## config.mk

```make
export PLATFORM = sky130hd
export DESIGN_NAME = light_phase_scheduler_flat
export DESIGN_NICKNAME = d
export VERILOG_FILES = /design/src/rtl/light_phase_if.sv /design/src/rtl/light_phase_scheduler.sv /design/src/flat_wrapper.sv
export SDC_FILE = /design/constraint.sdc
export NUM_CORES = 1
export LEC_CHECK = 0
export ABC_AREA = 1
export BUFFER_PORTS_ARGS = -buffer_cell sky130_fd_sc_hd__buf_4
export CAP_MARGIN = 20
export CORE_MARGIN = 3
export CORE_UTILIZATION = 50
export DETAILED_ROUTE_END_ITERATION = 10
export PLACE_DENSITY = 0.82
export SYNTH_ARGS = -nofsm -noshare
export SYNTH_HDL_FRONTEND = slang
export SYNTH_SLANG_ARGS = --single-unit
```

## constraint.sdc

```tcl
create_clock -name CLK -period 4.4 [get_ports CLK]
set_input_delay 0.44 -clock CLK [delete_from_list [all_inputs] [get_ports CLK]]
set_output_delay 0.44 -clock CLK [all_outputs]
set_load 0.005 [all_outputs]
```

## src/rtl/light_phase_if.sv

```systemverilog
// Board-side bundle for the intersection phase scheduler: controls in, lamp/display status out.
interface light_phase_if;
    logic       count_en;
    logic [1:0] speed_select;
    logic [2:0] flowspeed;
    logic       SW;
    logic [3:0] turn_left_req;
    logic       Red1, Yellow1, Green1, Left1;
    logic       Red2, Yellow2, Green2, Left2;
    logic [7:0] countdown;
    logic [2:0] phase;
    logic       sec_tick;

    modport master (
        output count_en, speed_select, flowspeed, SW, turn_left_req,
        input  Red1, Yellow1, Green1, Left1, Red2, Yellow2, Green2, Left2,
        input  countdown, phase, sec_tick
    );

    modport slave (
        input  count_en, speed_select, flowspeed, SW, turn_left_req,
        output Red1, Yellow1, Green1, Left1, Red2, Yellow2, Green2, Left2,
        output countdown, phase, sec_tick
    );
endinterface

```

## src/rtl/light_phase_scheduler.sv

```systemverilog
// Two-road phase sequencer with second-tick divider, left-turn arbitration and countdown.
// Optional night flash mode: define LIGHT_PHASE_NIGHT_FLASH_EN.
module light_phase_scheduler #(
    parameter int TICK_DIV = 16,
    parameter int GREEN_T  = 30,
    parameter int YELLOW_T = 3,
    parameter int LEFT_T   = 10
) (
    input  logic          CLK,
    input  logic          Reset1,
    light_phase_if.slave  bus
);
    localparam int TW = $clog2(TICK_DIV);
`ifdef LIGHT_PHASE_NIGHT_FLASH_EN
    localparam int SB = 4;
`else
    localparam int SB = 3;
`endif

    typedef enum logic [SB-1:0] {
        G1, Y1, L1, LY1, G2, Y2, L2, LY2
`ifdef LIGHT_PHASE_NIGHT_FLASH_EN
        , FLASH
`endif
    } state_e;

    state_e        state_q, state_d;
    logic [TW-1:0] tick_q, tick_d;
    logic          tick_hit, sec_tick_q;
    logic [7:0]    cnt_q, cnt_d;
    logic          pend1_q, pend1_d, pend2_q, pend2_d;
    logic [7:0]    lamps_q, lamps_d;
    logic [7:0]    green_ld;
`ifdef LIGHT_PHASE_NIGHT_FLASH_EN
    logic          flash_q, flash_d;
`endif

    assign green_ld = 8'(GREEN_T) + {4'b0, bus.flowspeed, 1'b0};
    assign tick_hit = bus.count_en && (tick_q == '0);

    always_comb begin
        tick_d = tick_q;
        if (bus.count_en)
            tick_d = (tick_q == '0) ? TW'((TICK_DIV >> bus.speed_select) - 1) : tick_q - 1'b1;
    end

    always_comb begin
        state_d = state_q;
        cnt_d   = cnt_q;
        pend1_d = pend1_q | (|bus.turn_left_req[1:0]);
        pend2_d = pend2_q | (|bus.turn_left_req[3:2]);
`ifdef LIGHT_PHASE_NIGHT_FLASH_EN
        flash_d = flash_q;
`endif
        if (tick_hit) begin
            if (cnt_q > 8'd1) begin
                cnt_d = cnt_q - 8'd1;
            end else begin
                case (state_q)
                    G1:      state_d = Y1;
                    Y1:      state_d = pend1_q ? L1 : G2;
                    L1:      state_d = LY1;
                    LY1:     state_d = G2;
                    G2:      state_d = Y2;
                    Y2:      state_d = pend2_q ? L2 : G1;
                    L2:      state_d = LY2;
                    default: state_d = G1;
                endcase
                case (state_d)
                    G1, G2:  cnt_d = green_ld;
                    L1, L2:  cnt_d = 8'(LEFT_T);
                    default: cnt_d = 8'(YELLOW_T);
                endcase
            end
        end
        // Entering a left phase serves the request; this beats a same-cycle set.
        if (state_d == L1 && state_q != L1) pend1_d = 1'b0;
        if (state_d == L2 && state_q != L2) pend2_d = 1'b0;
`ifdef LIGHT_PHASE_NIGHT_FLASH_EN
        if (bus.SW) begin
            state_d = FLASH;
            cnt_d   = 8'd0;
            pend1_d = 1'b0;
            pend2_d = 1'b0;
            flash_d = (state_q == FLASH) ? (flash_q ^ tick_hit) : 1'b0;
        end else if (state_q == FLASH) begin
            state_d = FLASH;
            cnt_d   = 8'd0;
            pend1_d = 1'b0;
            pend2_d = 1'b0;
            if (tick_hit) begin
                state_d = G1;
                cnt_d   = green_ld;
                flash_d = 1'b0;
            end
        end
`endif
    end

    // Lamp vector order: {Red1, Yellow1, Green1, Left1, Red2, Yellow2, Green2, Left2}
    always_comb begin
        lamps_d = 8'b0;
        case (state_d)
            G1:       lamps_d = 8'b0010_1000;
            Y1, LY1:  lamps_d = 8'b0100_1000;
            L1:       lamps_d = 8'b1001_1000;
            G2:       lamps_d = 8'b1000_0010;
            Y2, LY2:  lamps_d = 8'b1000_0100;
            L2:       lamps_d = 8'b1000_1001;
`ifdef LIGHT_PHASE_NIGHT_FLASH_EN
            FLASH:    lamps_d = {1'b0, flash_d, 2'b00, 1'b0, flash_d, 2'b00};
`endif
            default:  lamps_d = 8'b0;
        endcase
    end

    always_ff @(posedge CLK) begin
        if (Reset1) begin
            tick_q     <= '0;
            sec_tick_q <= 1'b0;
            state_q    <= G1;
            cnt_q      <= green_ld;
            pend1_q    <= 1'b0;
            pend2_q    <= 1'b0;
            lamps_q    <= 8'b0010_1000;
`ifdef LIGHT_PHASE_NIGHT_FLASH_EN
            flash_q    <= 1'b0;
`endif
        end else begin
            tick_q     <= tick_d;
            sec_tick_q <= tick_hit;
            state_q    <= state_d;
            cnt_q      <= cnt_d;
            pend1_q    <= pend1_d;
            pend2_q    <= pend2_d;
            lamps_q    <= lamps_d;
`ifdef LIGHT_PHASE_NIGHT_FLASH_EN
            flash_q    <= flash_d;
`endif
        end
    end

    assign {bus.Red1, bus.Yellow1, bus.Green1, bus.Left1} = lamps_q[7:4];
    assign {bus.Red2, bus.Yellow2, bus.Green2, bus.Left2} = lamps_q[3:0];
    assign bus.countdown = cnt_q;
    assign bus.phase     = state_q[2:0];
    assign bus.sec_tick  = sec_tick_q;
endmodule

```

## src/flat_wrapper.sv

```systemverilog
// flat-port wrapper written by rule: the top's interface ports become plain ports
module light_phase_scheduler_flat 
#(
    parameter int TICK_DIV = 16,
    parameter int GREEN_T  = 30,
    parameter int YELLOW_T = 3,
    parameter int LEFT_T   = 10
)
  (CLK, Reset1, bus_count_en, bus_speed_select, bus_flowspeed, bus_SW, bus_turn_left_req, bus_Red1, bus_Yellow1, bus_Green1, bus_Left1, bus_Red2, bus_Yellow2, bus_Green2, bus_Left2, bus_countdown, bus_phase, bus_sec_tick);
  light_phase_if bus_i ();
  input  logic CLK;
  input  logic Reset1;
  input wire logic [$bits(bus_i.count_en)-1:0] bus_count_en;
  input wire logic [$bits(bus_i.speed_select)-1:0] bus_speed_select;
  input wire logic [$bits(bus_i.flowspeed)-1:0] bus_flowspeed;
  input wire logic [$bits(bus_i.SW)-1:0] bus_SW;
  input wire logic [$bits(bus_i.turn_left_req)-1:0] bus_turn_left_req;
  output wire logic [$bits(bus_i.Red1)-1:0] bus_Red1;
  output wire logic [$bits(bus_i.Yellow1)-1:0] bus_Yellow1;
  output wire logic [$bits(bus_i.Green1)-1:0] bus_Green1;
  output wire logic [$bits(bus_i.Left1)-1:0] bus_Left1;
  output wire logic [$bits(bus_i.Red2)-1:0] bus_Red2;
  output wire logic [$bits(bus_i.Yellow2)-1:0] bus_Yellow2;
  output wire logic [$bits(bus_i.Green2)-1:0] bus_Green2;
  output wire logic [$bits(bus_i.Left2)-1:0] bus_Left2;
  output wire logic [$bits(bus_i.countdown)-1:0] bus_countdown;
  output wire logic [$bits(bus_i.phase)-1:0] bus_phase;
  output wire logic [$bits(bus_i.sec_tick)-1:0] bus_sec_tick;
  assign bus_i.count_en = bus_count_en;
  assign bus_i.speed_select = bus_speed_select;
  assign bus_i.flowspeed = bus_flowspeed;
  assign bus_i.SW = bus_SW;
  assign bus_i.turn_left_req = bus_turn_left_req;
  assign bus_Red1 = bus_i.Red1;
  assign bus_Yellow1 = bus_i.Yellow1;
  assign bus_Green1 = bus_i.Green1;
  assign bus_Left1 = bus_i.Left1;
  assign bus_Red2 = bus_i.Red2;
  assign bus_Yellow2 = bus_i.Yellow2;
  assign bus_Green2 = bus_i.Green2;
  assign bus_Left2 = bus_i.Left2;
  assign bus_countdown = bus_i.countdown;
  assign bus_phase = bus_i.phase;
  assign bus_sec_tick = bus_i.sec_tick;
  light_phase_scheduler #(.TICK_DIV(TICK_DIV), .GREEN_T(GREEN_T), .YELLOW_T(YELLOW_T), .LEFT_T(LEFT_T)) u_core (.CLK(CLK), .Reset1(Reset1), .bus(bus_i));
endmodule
```

==> results.toml <==
[detailed_routing]
ant_nets = 0
met2WireLength_um = 1510
detail_route.wirelength_um = 2910
met3WireLength_um = 133
dr.pass1.iters = 4
routedLengthMet1_um = 1210
routed_wire_per_std_cell_um = 12.1
drt_first_iter_violations = 66
route.vias.total = 1241
detail_route.drc_violations = 0
top_layer = "met4"
via_per_inst = 5.17

[power_and_ir_drop]
cellLeakagePower_nw = 0.837
power.total_mw = 0.560
power_per_cell_area_nw_per_um2 = 326
ir_worst_vdd_uv = 204

[floorplan]
core_area_um2 = 2590
horizontal_die_dimension_um = 59.2
die-area_um2 = 3500
die_h_um = 59.2
floorplan.initialDensity = 0.546
rows = 18
io_pins = 33

[clocking]
cts_inserted_buffers = 3
clock_tree.htree_level_count = 1
ctsResizeCount = 0
clock_tree.buffer_depth = 2
numClockSinks = 26
clkLatencyLatePin_ns = 0.34
post-cts-setup-buffer-count = 0
clock-root-buffer = "clkbuf_4"
clk_pin_slew_worst_paths_ns = 0.15
clock_tree_from_tritoncts = "built"
post_cts_hold_buffer_count = 0

[place]
dpl_cell_area_um2 = 1670
gp_congestion = 0.875
numPlacedInstances = 236
place.port_buffers = 31
detailedPlacementHpwl_um = 2350

[synth]
number_of_flip_flops_and_latches_in_the_synthesized_netlist = 26
syn-num-nets = 196
syn_area_per_cell_um2 = 7.99
syn-cell-area_um2 = 1410
ys.warnings.count = 0
yosysUniqueCellTypes = 31
post_synth_inst_count = 177
post_synthesis_sequential_area_ratio = 0.425

[cells_and_area]
antenna-diode-count = 0
multiInputGateArea_um2 = 681
fraction_of_final_layout_cells_with_drive_strength_greater_than_1 = 0.267
commonest_cells_after_routing_fill_and_taps_aside = "nand2_1 (34), buf_4 (31), inv_1 (26)"
n_fill_cell = 205
stdcell_area_um2 = 1720
mostFrequentLayoutCell = "nand2_1"
synthToLayoutAreaGrowth_pct = 21.3
finalNetCount = 230
final-seq-area_um2 = 601
final-instance-count-excl-fill = 240

[sta]
fin_crit_sh = 0.429
timing.max_slew.rel_slack = 0.743
report.final.setup_viol = 0
hold_violations = 0
worst_clock_skew_ns = 0.0139
grt_setup_unrepaired = "false"
setup_total_negative_slack_ns = 0
fmax_mhz = 530
timing_worst_slew_pin_value_ns = 0.385
layout_min_cycle_time_ns = 1.89
report.final.slew_viol_count = 0

[global_routing]
first_pass_grt_wire_length_um = 4890
grt_util_all_layers = 0.184
number_of_antenna_violations_at_the_first_check_in_global_routing = 0
grt_max_degree = 16
grt_pass1_vias = 1169
global_route.overflow_total = 0

[critical_path]
critPathBufInv = 2
crit_slowest_cell = "edfxtp_1"
required_ns = 4.52
cp_slowest_stage_delay_ns = 0.47
critical_path_peak_fanout = 5
cpLargestDelayFamily = "simple AND/OR/NAND/NOR gates"
crit_path_cell_trace = "inv_1, ha_1, nor2_1, nor2_1, nand2_2, o21ai_2, nand2_1, o21ai_1, inv_1"
timing.critical_path.from_type = "flop"
crit_end_category = "flop"
worstPathArrival_ns = 2.01
critPathKind = "flop to flop"

[min_path]
min_path_type = "input pin to flop"

[flow_run]
drv_cap = 0

[run_status]
outcome = "finished, final reports clean"
==> worst reg2reg max path, delay by kind of cell (launching register included) <==
family | cells | cell delay (ns)
compound gates | 2 | 0.33
buf+inv | 2 | 0.14
flops | 1 | 0.47
fa+ha+maj | 1 | 0.25
simple gates | 4 | 0.48
==> per-layer routing <==
layer  up-vias  track usage
met5         -            0
met4         0       0.0971
met3         8       0.0283
met2        39        0.328
met1       560        0.208
li1        634            -
==> sequential cells by signal (all words and copies together), names as in the netlist <==
| signal | cells |
|---|---|
| u_core.bus.countdown | 8 |
| u_core.bus.sec_tick | 1 |
| u_core.lamps_q | 8 |
| u_core.pend1_q | 1 |
| u_core.pend2_q | 1 |
| u_core.tick_q | 4 |
| u_core.bus.phase | 3 |
==> logic make-up (layout without fill, tap and decap cells) <==
family / count (synthesis) / after routing / share of synthesized area
xor gates and xnor gates: 6 / 6 / 0.0372
buffers and inverters: 33 / 66 / 0.0938
adders and majority gates: 6 / 6 / 0.0531
and+or+nand+nor: 86 / 86 / 0.303
DFF: 26 / 26 / 0.425
muxes: 1 / 1 / 0.00708
AOI/OAI and AO/OA: 19 / 19 / 0.0814
==> final cells by class <==
cell class,count,area share
inverter,31,0.0678
multi-input combinational,118,0.397
sequential,26,0.350
timing repair buffer,31,0.136
tap,30,0.0219
clock buffer,4,0.0277
==> path summary, 6_finish.rpt <==
check	start	endpoint	slack, ns	cells past startpoint
max reg2reg	u_core.bus.countdown[0]	u_core.bus.countdown[1]	2.51	9
min reg2reg	u_core.tick_q[0]	u_core.tick_q[0]	0.49	1
min	Reset1	u_core.lamps_q[4]	0.32	2
max	u_core.bus.countdown[0]	u_core.bus.countdown[1]	2.51	9
==> report_power, final <==
part           total, mW  switching, mW  internal, mW
logic              0.130         0.0735        0.0568
clock network      0.145         0.0754        0.0695
registers          0.285         0.0147         0.270
total              0.560          0.164         0.396
==> cells in the mapped netlist (all sizes together) <==
cell type	count	area share
nand2	43	0.14
inv	31	0.082
nor2	26	0.083
dfxtp	18	0.25
nand3	10	0.035
edfxtp	8	0.17
o21ai	8	0.031
ha	6	0.053
xor2	5	0.031
nand4	4	0.028
a21oi	3	0.011
a31oi	2	0.0088
buf	2	0.012
nor3	2	0.011
o22ai	2	0.0088
o31ai	2	0.011
a22o	1	0.0062
mux2i	1	0.0071
o211ai	1	0.0053
or2	1	0.0044
xnor2	1	0.0062
==> through the flow <==
stage | hold slack [ns] | util | setup WS [ns]
floorplan | 0.439 | - | 2.73
global placement | 0.459 | 0.644 | 2.59
detailed placement | 0.471 | 0.644 | 2.55
CTS | 0.312 | 0.662 | 2.54
global route | 0.302 | 0.662 | 2.40
finish | 0.325 | 0.662 | 2.51
(Power assumes the default switching activity.)
